[config.mk]
export PLATFORM = sky130hd
export DESIGN_NAME = coin_acceptor
export DESIGN_NICKNAME = d
export VERILOG_FILES = /design/src/rtl/vending_pkg.sv /design/src/rtl/coin_sync_debounce_bit.sv /design/src/rtl/coin_acceptor.sv
export SDC_FILE = /design/constraint.sdc
export NUM_CORES = 1
export LEC_CHECK = 0
export BUFFER_PORTS_ARGS = -buffer_cell sky130_fd_sc_hd__buf_2
export CORE_MARGIN = 2
export CORE_UTILIZATION = 60
export CTS_BUF_LIST = sky130_fd_sc_hd__clkbuf_4
export CTS_CLUSTER_DIAMETER = 200
export CTS_CLUSTER_SIZE = 28
export DETAILED_ROUTE_END_ITERATION = 16
export PLACE_DENSITY = 0.81
export SLEW_MARGIN = 30
export SYNTH_ARGS = -nofsm -noshare
export SYNTH_HDL_FRONTEND = slang
export SYNTH_HIERARCHICAL = 1
export SYNTH_SLANG_ARGS = --single-unit
export TNS_END_PERCENT = 20
[constraint.sdc]
create_clock -name clk -period 2.2 [get_ports clk]
set_input_delay 0.44 -clock clk [delete_from_list [all_inputs] [get_ports clk]]
set_output_delay 0.44 -clock clk [all_outputs]
set_load 0.02 [all_outputs]
[src/rtl/vending_pkg.sv]
// Shared vending definitions: coin codes, acceptor states
// and the saturating rupee adder.
package vending_pkg;

  localparam logic [1:0] RUPEE_0 = 2'b00;
  localparam logic [1:0] RUPEE_1 = 2'b01;
  localparam logic [1:0] RUPEE_2 = 2'b10;

  typedef enum logic [1:0] {
    ACC_IDLE,
    ACC_DEBOUNCE,
    ACC_WAIT_RELEASE,
    ACC_JAM
  } acc_state_t;

  function automatic logic [7:0] sat_add(
    input logic [7:0] total,
    input logic [1:0] code
  );
    logic [8:0] sum;
    sum = {1'b0, total} + {7'b0, code};
    return sum[8] ? 8'hff : sum[7:0];
  endfunction

endpackage

[src/rtl/coin_sync_debounce_bit.sv]
// Two-flop synchroniser for one raw coin-chute sensor.
// Debounce timing is handled by the acceptor FSM.
module coin_sync_debounce_bit (
  input  logic clk,
  input  logic rst,
  input  logic d,
  output logic q
);

  logic meta;

  always_ff @(posedge clk) begin
    if (rst) begin
      meta <= 1'b0;
      q    <= 1'b0;
    end else begin
      meta <= d;
      q    <= meta;
    end
  end

endmodule

[src/rtl/coin_acceptor.sv]
// Coin front end: synchronise, debounce, jam detect and
// emit one registered coin code per accepted coin.
module coin_acceptor
  import vending_pkg::*;
#(
  parameter int DEBOUNCE_CYCLES = 4,
  parameter int MAX_HOLD_CYCLES = 64
) (
  input  logic       clk,
  input  logic       rst,
  input  logic       sense_r1,
  input  logic       sense_r2,
  input  logic       vend_busy,
  output logic [1:0] coin_code,
  output logic       coin_reject,
  output logic       jam,
  output logic [7:0] rupee_total
);

  localparam int CW = $clog2(MAX_HOLD_CYCLES + 1);
  localparam logic [CW-1:0] DB    = CW'(DEBOUNCE_CYCLES);
  localparam logic [CW-1:0] DB_M1 = CW'(DEBOUNCE_CYCLES - 1);
  localparam logic [CW-1:0] MH    = CW'(MAX_HOLD_CYCLES);
  localparam logic [CW-1:0] ONE   = CW'(1);

  logic s1, s2;

  coin_sync_debounce_bit u_sync_r1 (
    .clk (clk),
    .rst (rst),
    .d   (sense_r1),
    .q   (s1)
  );

  coin_sync_debounce_bit u_sync_r2 (
    .clk (clk),
    .rst (rst),
    .d   (sense_r2),
    .q   (s2)
  );

  acc_state_t    state, state_n;
  logic [CW-1:0] cnt, cnt_n;
  logic [CW-1:0] hold, hold_n;
  logic          kind, kind_n;
  logic [1:0]    code_n;
  logic          rej_n;
  logic [7:0]    total_n;

  logic lat, oth, both_low;

  // kind selects the latched chute: 0 = 1-rupee, 1 = 2-rupee
  assign lat      = kind ? s2 : s1;
  assign oth      = kind ? s1 : s2;
  assign both_low = !s1 && !s2;

  always_comb begin
    state_n = state;
    cnt_n   = cnt;
    hold_n  = hold;
    kind_n  = kind;
    code_n  = RUPEE_0;
    rej_n   = 1'b0;
    total_n = rupee_total;
    unique case (state)
      ACC_IDLE: begin
        unique case (1'b1)
          (s1 && s2): begin
            state_n = ACC_JAM;
            cnt_n   = '0;
          end
          (s1 ^ s2): begin
            state_n = ACC_DEBOUNCE;
            kind_n  = s2;
            cnt_n   = '0;
          end
          default: ;
        endcase
      end
      ACC_DEBOUNCE: begin
        if (oth) begin
          state_n = ACC_JAM;
          cnt_n   = '0;
        end else if (!lat) begin
          state_n = ACC_IDLE;
          cnt_n   = '0;
        end else if (cnt == DB) begin
          state_n = ACC_WAIT_RELEASE;
          cnt_n   = '0;
          hold_n  = '0;
          if (vend_busy) begin
            rej_n = 1'b1;
          end else begin
            code_n  = kind ? RUPEE_2 : RUPEE_1;
            total_n = sat_add(rupee_total, code_n);
          end
        end else begin
          cnt_n = cnt + ONE;
        end
      end
      ACC_WAIT_RELEASE: begin
        hold_n = hold + ONE;
        cnt_n  = both_low ? cnt + ONE : '0;
        if (both_low && cnt == DB_M1) begin
          state_n = ACC_IDLE;
          cnt_n   = '0;
        end else if (hold == MH) begin
          state_n = ACC_JAM;
          cnt_n   = '0;
        end
      end
      ACC_JAM: begin
        cnt_n = both_low ? cnt + ONE : '0;
        if (both_low && cnt == DB_M1) begin
          state_n = ACC_IDLE;
          cnt_n   = '0;
          rej_n   = 1'b1;
        end
      end
      default: state_n = ACC_IDLE;
    endcase
  end

  always_ff @(posedge clk) begin
    if (rst) begin
      state       <= ACC_IDLE;
      cnt         <= '0;
      hold        <= '0;
      kind        <= 1'b0;
      coin_code   <= RUPEE_0;
      coin_reject <= 1'b0;
      rupee_total <= '0;
    end else begin
      state       <= state_n;
      cnt         <= cnt_n;
      hold        <= hold_n;
      kind        <= kind_n;
      coin_code   <= code_n;
      coin_reject <= rej_n;
      rupee_total <= total_n;
    end
  end

  assign jam = (state == ACC_JAM);

endmodule

Word-level counts from Yosys, hierarchy flattened
Cells that the tools add are included.
W data, S select, Z words.

word-level totals
  register bits after elaboration = 32
  output and inout port bits = 12

operators by class
  $add $sub $neg = 3
  equality and inequality tests = 14
  multiplexer cells = 31
  bitwise logic cells = 6
  reduce and logical (&&, ||, !) cells = 13

operators with widths
  kind                   count
  $mux W7                11
  $pmux W7 S4            1
  $add A7 B1 Y7 const B  2
  $mux W2                7
  $pmux W7 S2            1
  $add A8 B2 Y9          1
  $mux W8                1
  $ne A2 B2 Y1 const B   4
  $pmux W2 S4            1
  $reduce_and A4 Y1      2
  $eq A7 B2 Y1 const B   1
  $eq A7 B3 Y1 const B   1
  $eq A7 B7 Y1 const B   1
  $mux W1                7
  $ne A3 B3 Y1 const B   2
  $reduce_or A6 Y1       1
  $not A1 Y1             5
  $reduce_and A5 Y1      1
  $eq A2 B2 Y1 const B   2
  $ne A4 B4 Y1 const B   1
  $pmux W2 S2            1
  $logic_and A1 B1 Y1    3
  $eq A2 B1 Y1 const B   1
  $logic_not A1 Y1       2
  other kinds (7)        7

Depth between registers and ports, before layout
  depth after elaboration = 6
  depth in mapped cells = 8
  mapped depth without buffers = 7

By module
The synthesis kept the hierarchy.

modules (own cells, without submodules)
  module                  times used  cells each  area each (um^2)
  coin_acceptor           1           184         1,605.3
  coin_sync_debounce_bit  2           4           52.6

Worst setup path after synthesis
No wires, ideal clock.

  path kind = flip-flop to flip-flop
  start = register rupee_total[0]
  end = register rupee_total[4]
  library setup time = 79 ps
  data arrival time = 1,783 ps
  required time = 2,121 ps
  slack = 338 ps
  stages on the path, launching flop included = 7
  buffers on the path = 0
  path through = dfxtp_1 > ha_1 > inv_1 > fa_1 > nand4b_1 > and4_1 > a211oi_2

between the ends
  longest elaborated chain between the ends = 2

RTL lines
  element                   line                  source
  start: declaration        coin_acceptor.sv:17   output logic [7:0] rupee_total
  start signal: assignment  coin_acceptor.sv:140  rupee_total <= total_n;
  $add A8 B2 Y9             vending_pkg.sv:21     sum = {1'b0, total} + {7'b0, code};
  $mux W8                   vending_pkg.sv:22     return sum[8] ? 8'hff : sum[7:0];

No other way between the ends.
A chain may end at the register's enable or synchronous reset.

Worst setup path in the final report
  start = register kind
  end = register rupee_total[4]

between the ends
  longest elaborated chain between the ends = 3

RTL lines
  element                                              line                                      source
  start: declaration                                   coin_acceptor.sv:45                       logic kind, kind_n;
  start signal: assignment                             coin_acceptor.sv:137                      kind <= kind_n;
  $mux W2 / $mux W1 (equally long branches)            coin_acceptor.sv:94, coin_acceptor.sv:54
  $add A8 B2 Y9 / $not A1 Y1 (equally long branches)   n/a
  $mux W8 / $reduce_and A5 Y1 (equally long branches)  n/a

Several ways; a longest one is shown, not always the timed one.

==> results.ini <==
[routing]
vias = 1462
detail_route.wl_per_cell_um = 14.5
dr.pass1.iters = 4
viasPerCell = 6.02
count_of_routing_violations_after_the_opening_detailed_route_iteration = 50
drc_errors = 0
count_of_antenna_violating_nets_left_after_detailed_routing = 0
wl_um = 3530

[job]
maxCapViolCount = 0

[floorplanning]
floorplan.die.width_um = 57.4
coreArea_sq_mm = 0.00273
io-pin-count = 17
effective_utilization_at_floorplan_pct = 62.6
die_h_um = 57.4
rows = 19
dieArea_sq_mm = 0.00329

[synthesis]
synth_area_in_simple_gates_pct = 29.2
synth_adder_area_share_pct = 6.29
net_count_synth = 205
yosysSeqAreaShare_pct = 37.5
syn_area_per_cell_sq_um = 8.91
synth_top_family_by_area = simple AND/OR/NAND/NOR gates
post_synthesis_compound_gate_area_fraction_pct = 19.6
ys_dominant_reg_cell = sky130_fd_sc_hd__dfxtp_1
synthCells = 192
multiplexer_area_fraction_after_synthesis_pct = 1.17
yosysWarningCount = 6
ys_async_sr_fraction_pct = 0
synth-edff-count = 0
netlist_area_sq_mm = 0.00171
synth_cell_type_count = 49
ys_seq_elements = 32
synth_xor_xnor_area_share_pct = 0

[grt]
vias_in_the_first_global_route = 1412
globalRoute.totalOverflow = 0
grt_start_max_net_pins = 33
grt_first_pass_wirelength_um = 5990
antenna_violations_before_repair = 0
grt_util_all_layers_pct = 23.0

[timing]
final.period_utilization_pct = 93.7
fin_skew_ns = 0.00762
final_hold_violations = 0
max_slew.worst_pin.slew_ns = 0.867
unrepaired_setup_endpoints_after_global_routing = false
finalSetupTns_ns = 0
period_minus_slack_ns = 2.06
maxSlewHeadroom_pct = 42.1
number_of_max_slew_violations_in_the_final_report = 0
setup-violations-final = 0
timing.fmax_mhz = 485

[layout]
final_layout_size_suffix_gt1_share_pct = 19.8
multi_input_comb_area_sq_um = 962
num-nets-final = 224
num-fill-cells = 207
final_design_area_no_fill_sq_mm = 0.00188
diodes = 0
stdcell_count = 243
area_added_between_synthesis_and_finish_pct = 9.88
final-seq-area_sq_um = 641

[power_and_ir_drop]
power.static_leakage_nw = 0.727
design_power_total_mw = 1.17
irDropWorstVdd_mv = 0.505
power.density_mw_per_mm2 = 623

[placed_design]
gp_congestion = 0.825
dpl_cell_area_sq_mm = 0.00179
placed_cells_incl_taps = 233
hpwl_reported_at_the_end_of_detailed_placement_um = 2470
buffer_ports.inserted = 16

[critical_path]
cp-end-kind = flip-flop
worstSetupStartpointType = flip-flop
critPathArrivalTime_ns = 2.33
cp.required_ns = 2.47
path_max_fanout = 6
criticalPathCategory = flip-flop to flip-flop

[clock_tree]
cts-root-buf = sky130_fd_sc_hd__clkbuf_4
cts-root-to-sink-buffers = 2
cts_htree_levels = 2
insertion_delay_ns = 0.34
clkTransAtPathRegs_ns = 0.10
tritoncts_num_sinks = 32
clock_tree_from_tritoncts = built
tritoncts.num_buffers = 5

[outcome]
status = finished, final reports clean

[min_path]
min-delay-path-class = input port to flip-flop

-- report_power, final --
group / switching (mW) / internal [mW] / total [mW]
logic: 0.0706 / 0.0448 / 0.115
clock network: 0.209 / 0.232 / 0.441
registers: 0.0217 / 0.593 / 0.615
total: 0.302 / 0.870 / 1.17
-- worst max-delay path, cell delays in order, from the launching register on --
cell,delay [ns]
sky130_fd_sc_hd__dfxtp_1,0.39
sky130_fd_sc_hd__inv_2,0.12
sky130_fd_sc_hd__ha_1,0.18
sky130_fd_sc_hd__inv_1,0.06
sky130_fd_sc_hd__fa_1,0.41
sky130_fd_sc_hd__nand4b_1,0.33
sky130_fd_sc_hd__and4_1,0.31
sky130_fd_sc_hd__a211oi_2,0.20
-- cells by family (layout without fill, tap and decap cells) --
kind of cell / after synthesis / after routing
and+or+nand+nor: 83 / 83
AOI/OAI and AO/OA: 45 / 45
DFF: 32 / 32
buffers and inverters: 22 / 42
adders and majority gates: 8 / 8
muxes: 2 / 2
-- path summary, 6_finish.rpt --
check	startpoint	endpoint	slack [ns]	cells past startpoint
min	sense_r1	u_sync_r1/meta$_SDFF_PP0_	0.30	2
min reg2reg	u_sync_r2/meta$_SDFF_PP0_	u_sync_r2/q$_SDFF_PP0_	0.46	1
max	kind$_SDFFE_PP0P_	rupee_total[4]$_SDFFE_PP0P_	0.14	7
max reg2reg	kind$_SDFFE_PP0P_	rupee_total[4]$_SDFFE_PP0P_	0.14	7
-- cell type report --
| class | instances | share of cell area (%) |
|---|---|---|
| clock inverter | 3 | 2.00 |
| inverter | 14 | 2.80 |
| timing repair buffer | 20 | 5.86 |
| multi-input combinational | 138 | 51.2 |
| tap | 31 | 2.06 |
| sequential | 32 | 34.1 |
| clock buffer | 5 | 2.00 |
-- sequential cells by signal, indices dropped and copies added, names as in the netlist --
signal,count
u_sync_r1/q,1
coin_code,2
u_sync_r1/meta,1
u_sync_r2/meta,1
u_sync_r2/q,1
cnt,7
state,2
hold,7
rupee_total,8
kind,1
coin_reject,1
-- cell usage after synthesis (2+ instances only) --
cell,number,area share [%]
sky130_fd_sc_hd__nor2b_1,7,2.6
sky130_fd_sc_hd__nor3b_1,3,1.3
sky130_fd_sc_hd__nor3_2,3,1.8
sky130_fd_sc_hd__nand3_1,8,2.3
sky130_fd_sc_hd__nor4_1,2,0.73
sky130_fd_sc_hd__o21ai_0,6,1.8
sky130_fd_sc_hd__a21oi_1,15,4.4
sky130_fd_sc_hd__a211oi_2,2,1.5
sky130_fd_sc_hd__a311oi_1,4,2.0
sky130_fd_sc_hd__nor3_1,7,2.0
sky130_fd_sc_hd__and2_1,2,0.73
sky130_fd_sc_hd__a22oi_1,5,2.2
sky130_fd_sc_hd__ha_1,7,5.1
sky130_fd_sc_hd__and4_1,3,1.5
sky130_fd_sc_hd__nand2b_1,2,0.73
sky130_fd_sc_hd__and3_1,3,1.1
sky130_fd_sc_hd__nor2_1,17,3.7
sky130_fd_sc_hd__dfxtp_1,32,37
sky130_fd_sc_hd__inv_1,14,3.1
sky130_fd_sc_hd__a31oi_1,5,1.8
sky130_fd_sc_hd__mux2i_1,2,1.2
sky130_fd_sc_hd__buf_6,2,1.3
sky130_fd_sc_hd__o21ai_1,2,0.59
sky130_fd_sc_hd__clkbuf_1,2,0.44
sky130_fd_sc_hd__nand2_1,13,2.9
-- layer usage --
metal	up-vias	GRT usage, %	part of all wire, %
li1	729	-	-
met1	688	25.5	44
met2	41	40.1	51
met3	4	8.62	5.1
met4	0	8.31	0.71
met5	-	0	0
-- cell usage in the layout, fill, tap and decap left out, drive strengths merged, types with 2 or more instances in the layout --
master  netlist  routed
nand3         8       8
a211oi        2       2
o21ai         8       8
a311oi        4       4
inv          14      14
mux2i         2       2
nor2b         7       7
dfxtp        32      32
nand2b        2       2
buf           5      20
a31oi         5       5
and4          3       3
nand2        13      13
nor4          4       4
nor3         10      10
clkbuf        2       5
a22oi         5       5
nor2         18      18
and3          5       5
ha            7       7
and2          3       3
clkinv        0       2
a21oi        15      15
nor3b         4       4
-- repair_timing --
item / CTS / global route
resized for setup: 0 / 1
hold buffers: 0 / 0
setup buffers: 0 / 2
setup endpoints to repair: 0 / 2
-- metrics by stage --
stage	setup WS, ns	utilization [%]	hold WS (ns)
detailed placement	0.0786	65.4	0.433
floorplan	0.338	-	0.414
CTS	0.0741	68.2	0.302
finish	0.139	68.7	0.302
global placement	0.224	65.4	0.422
global route	0.0550	68.7	0.285
Power figures use the tool's default switching activity.
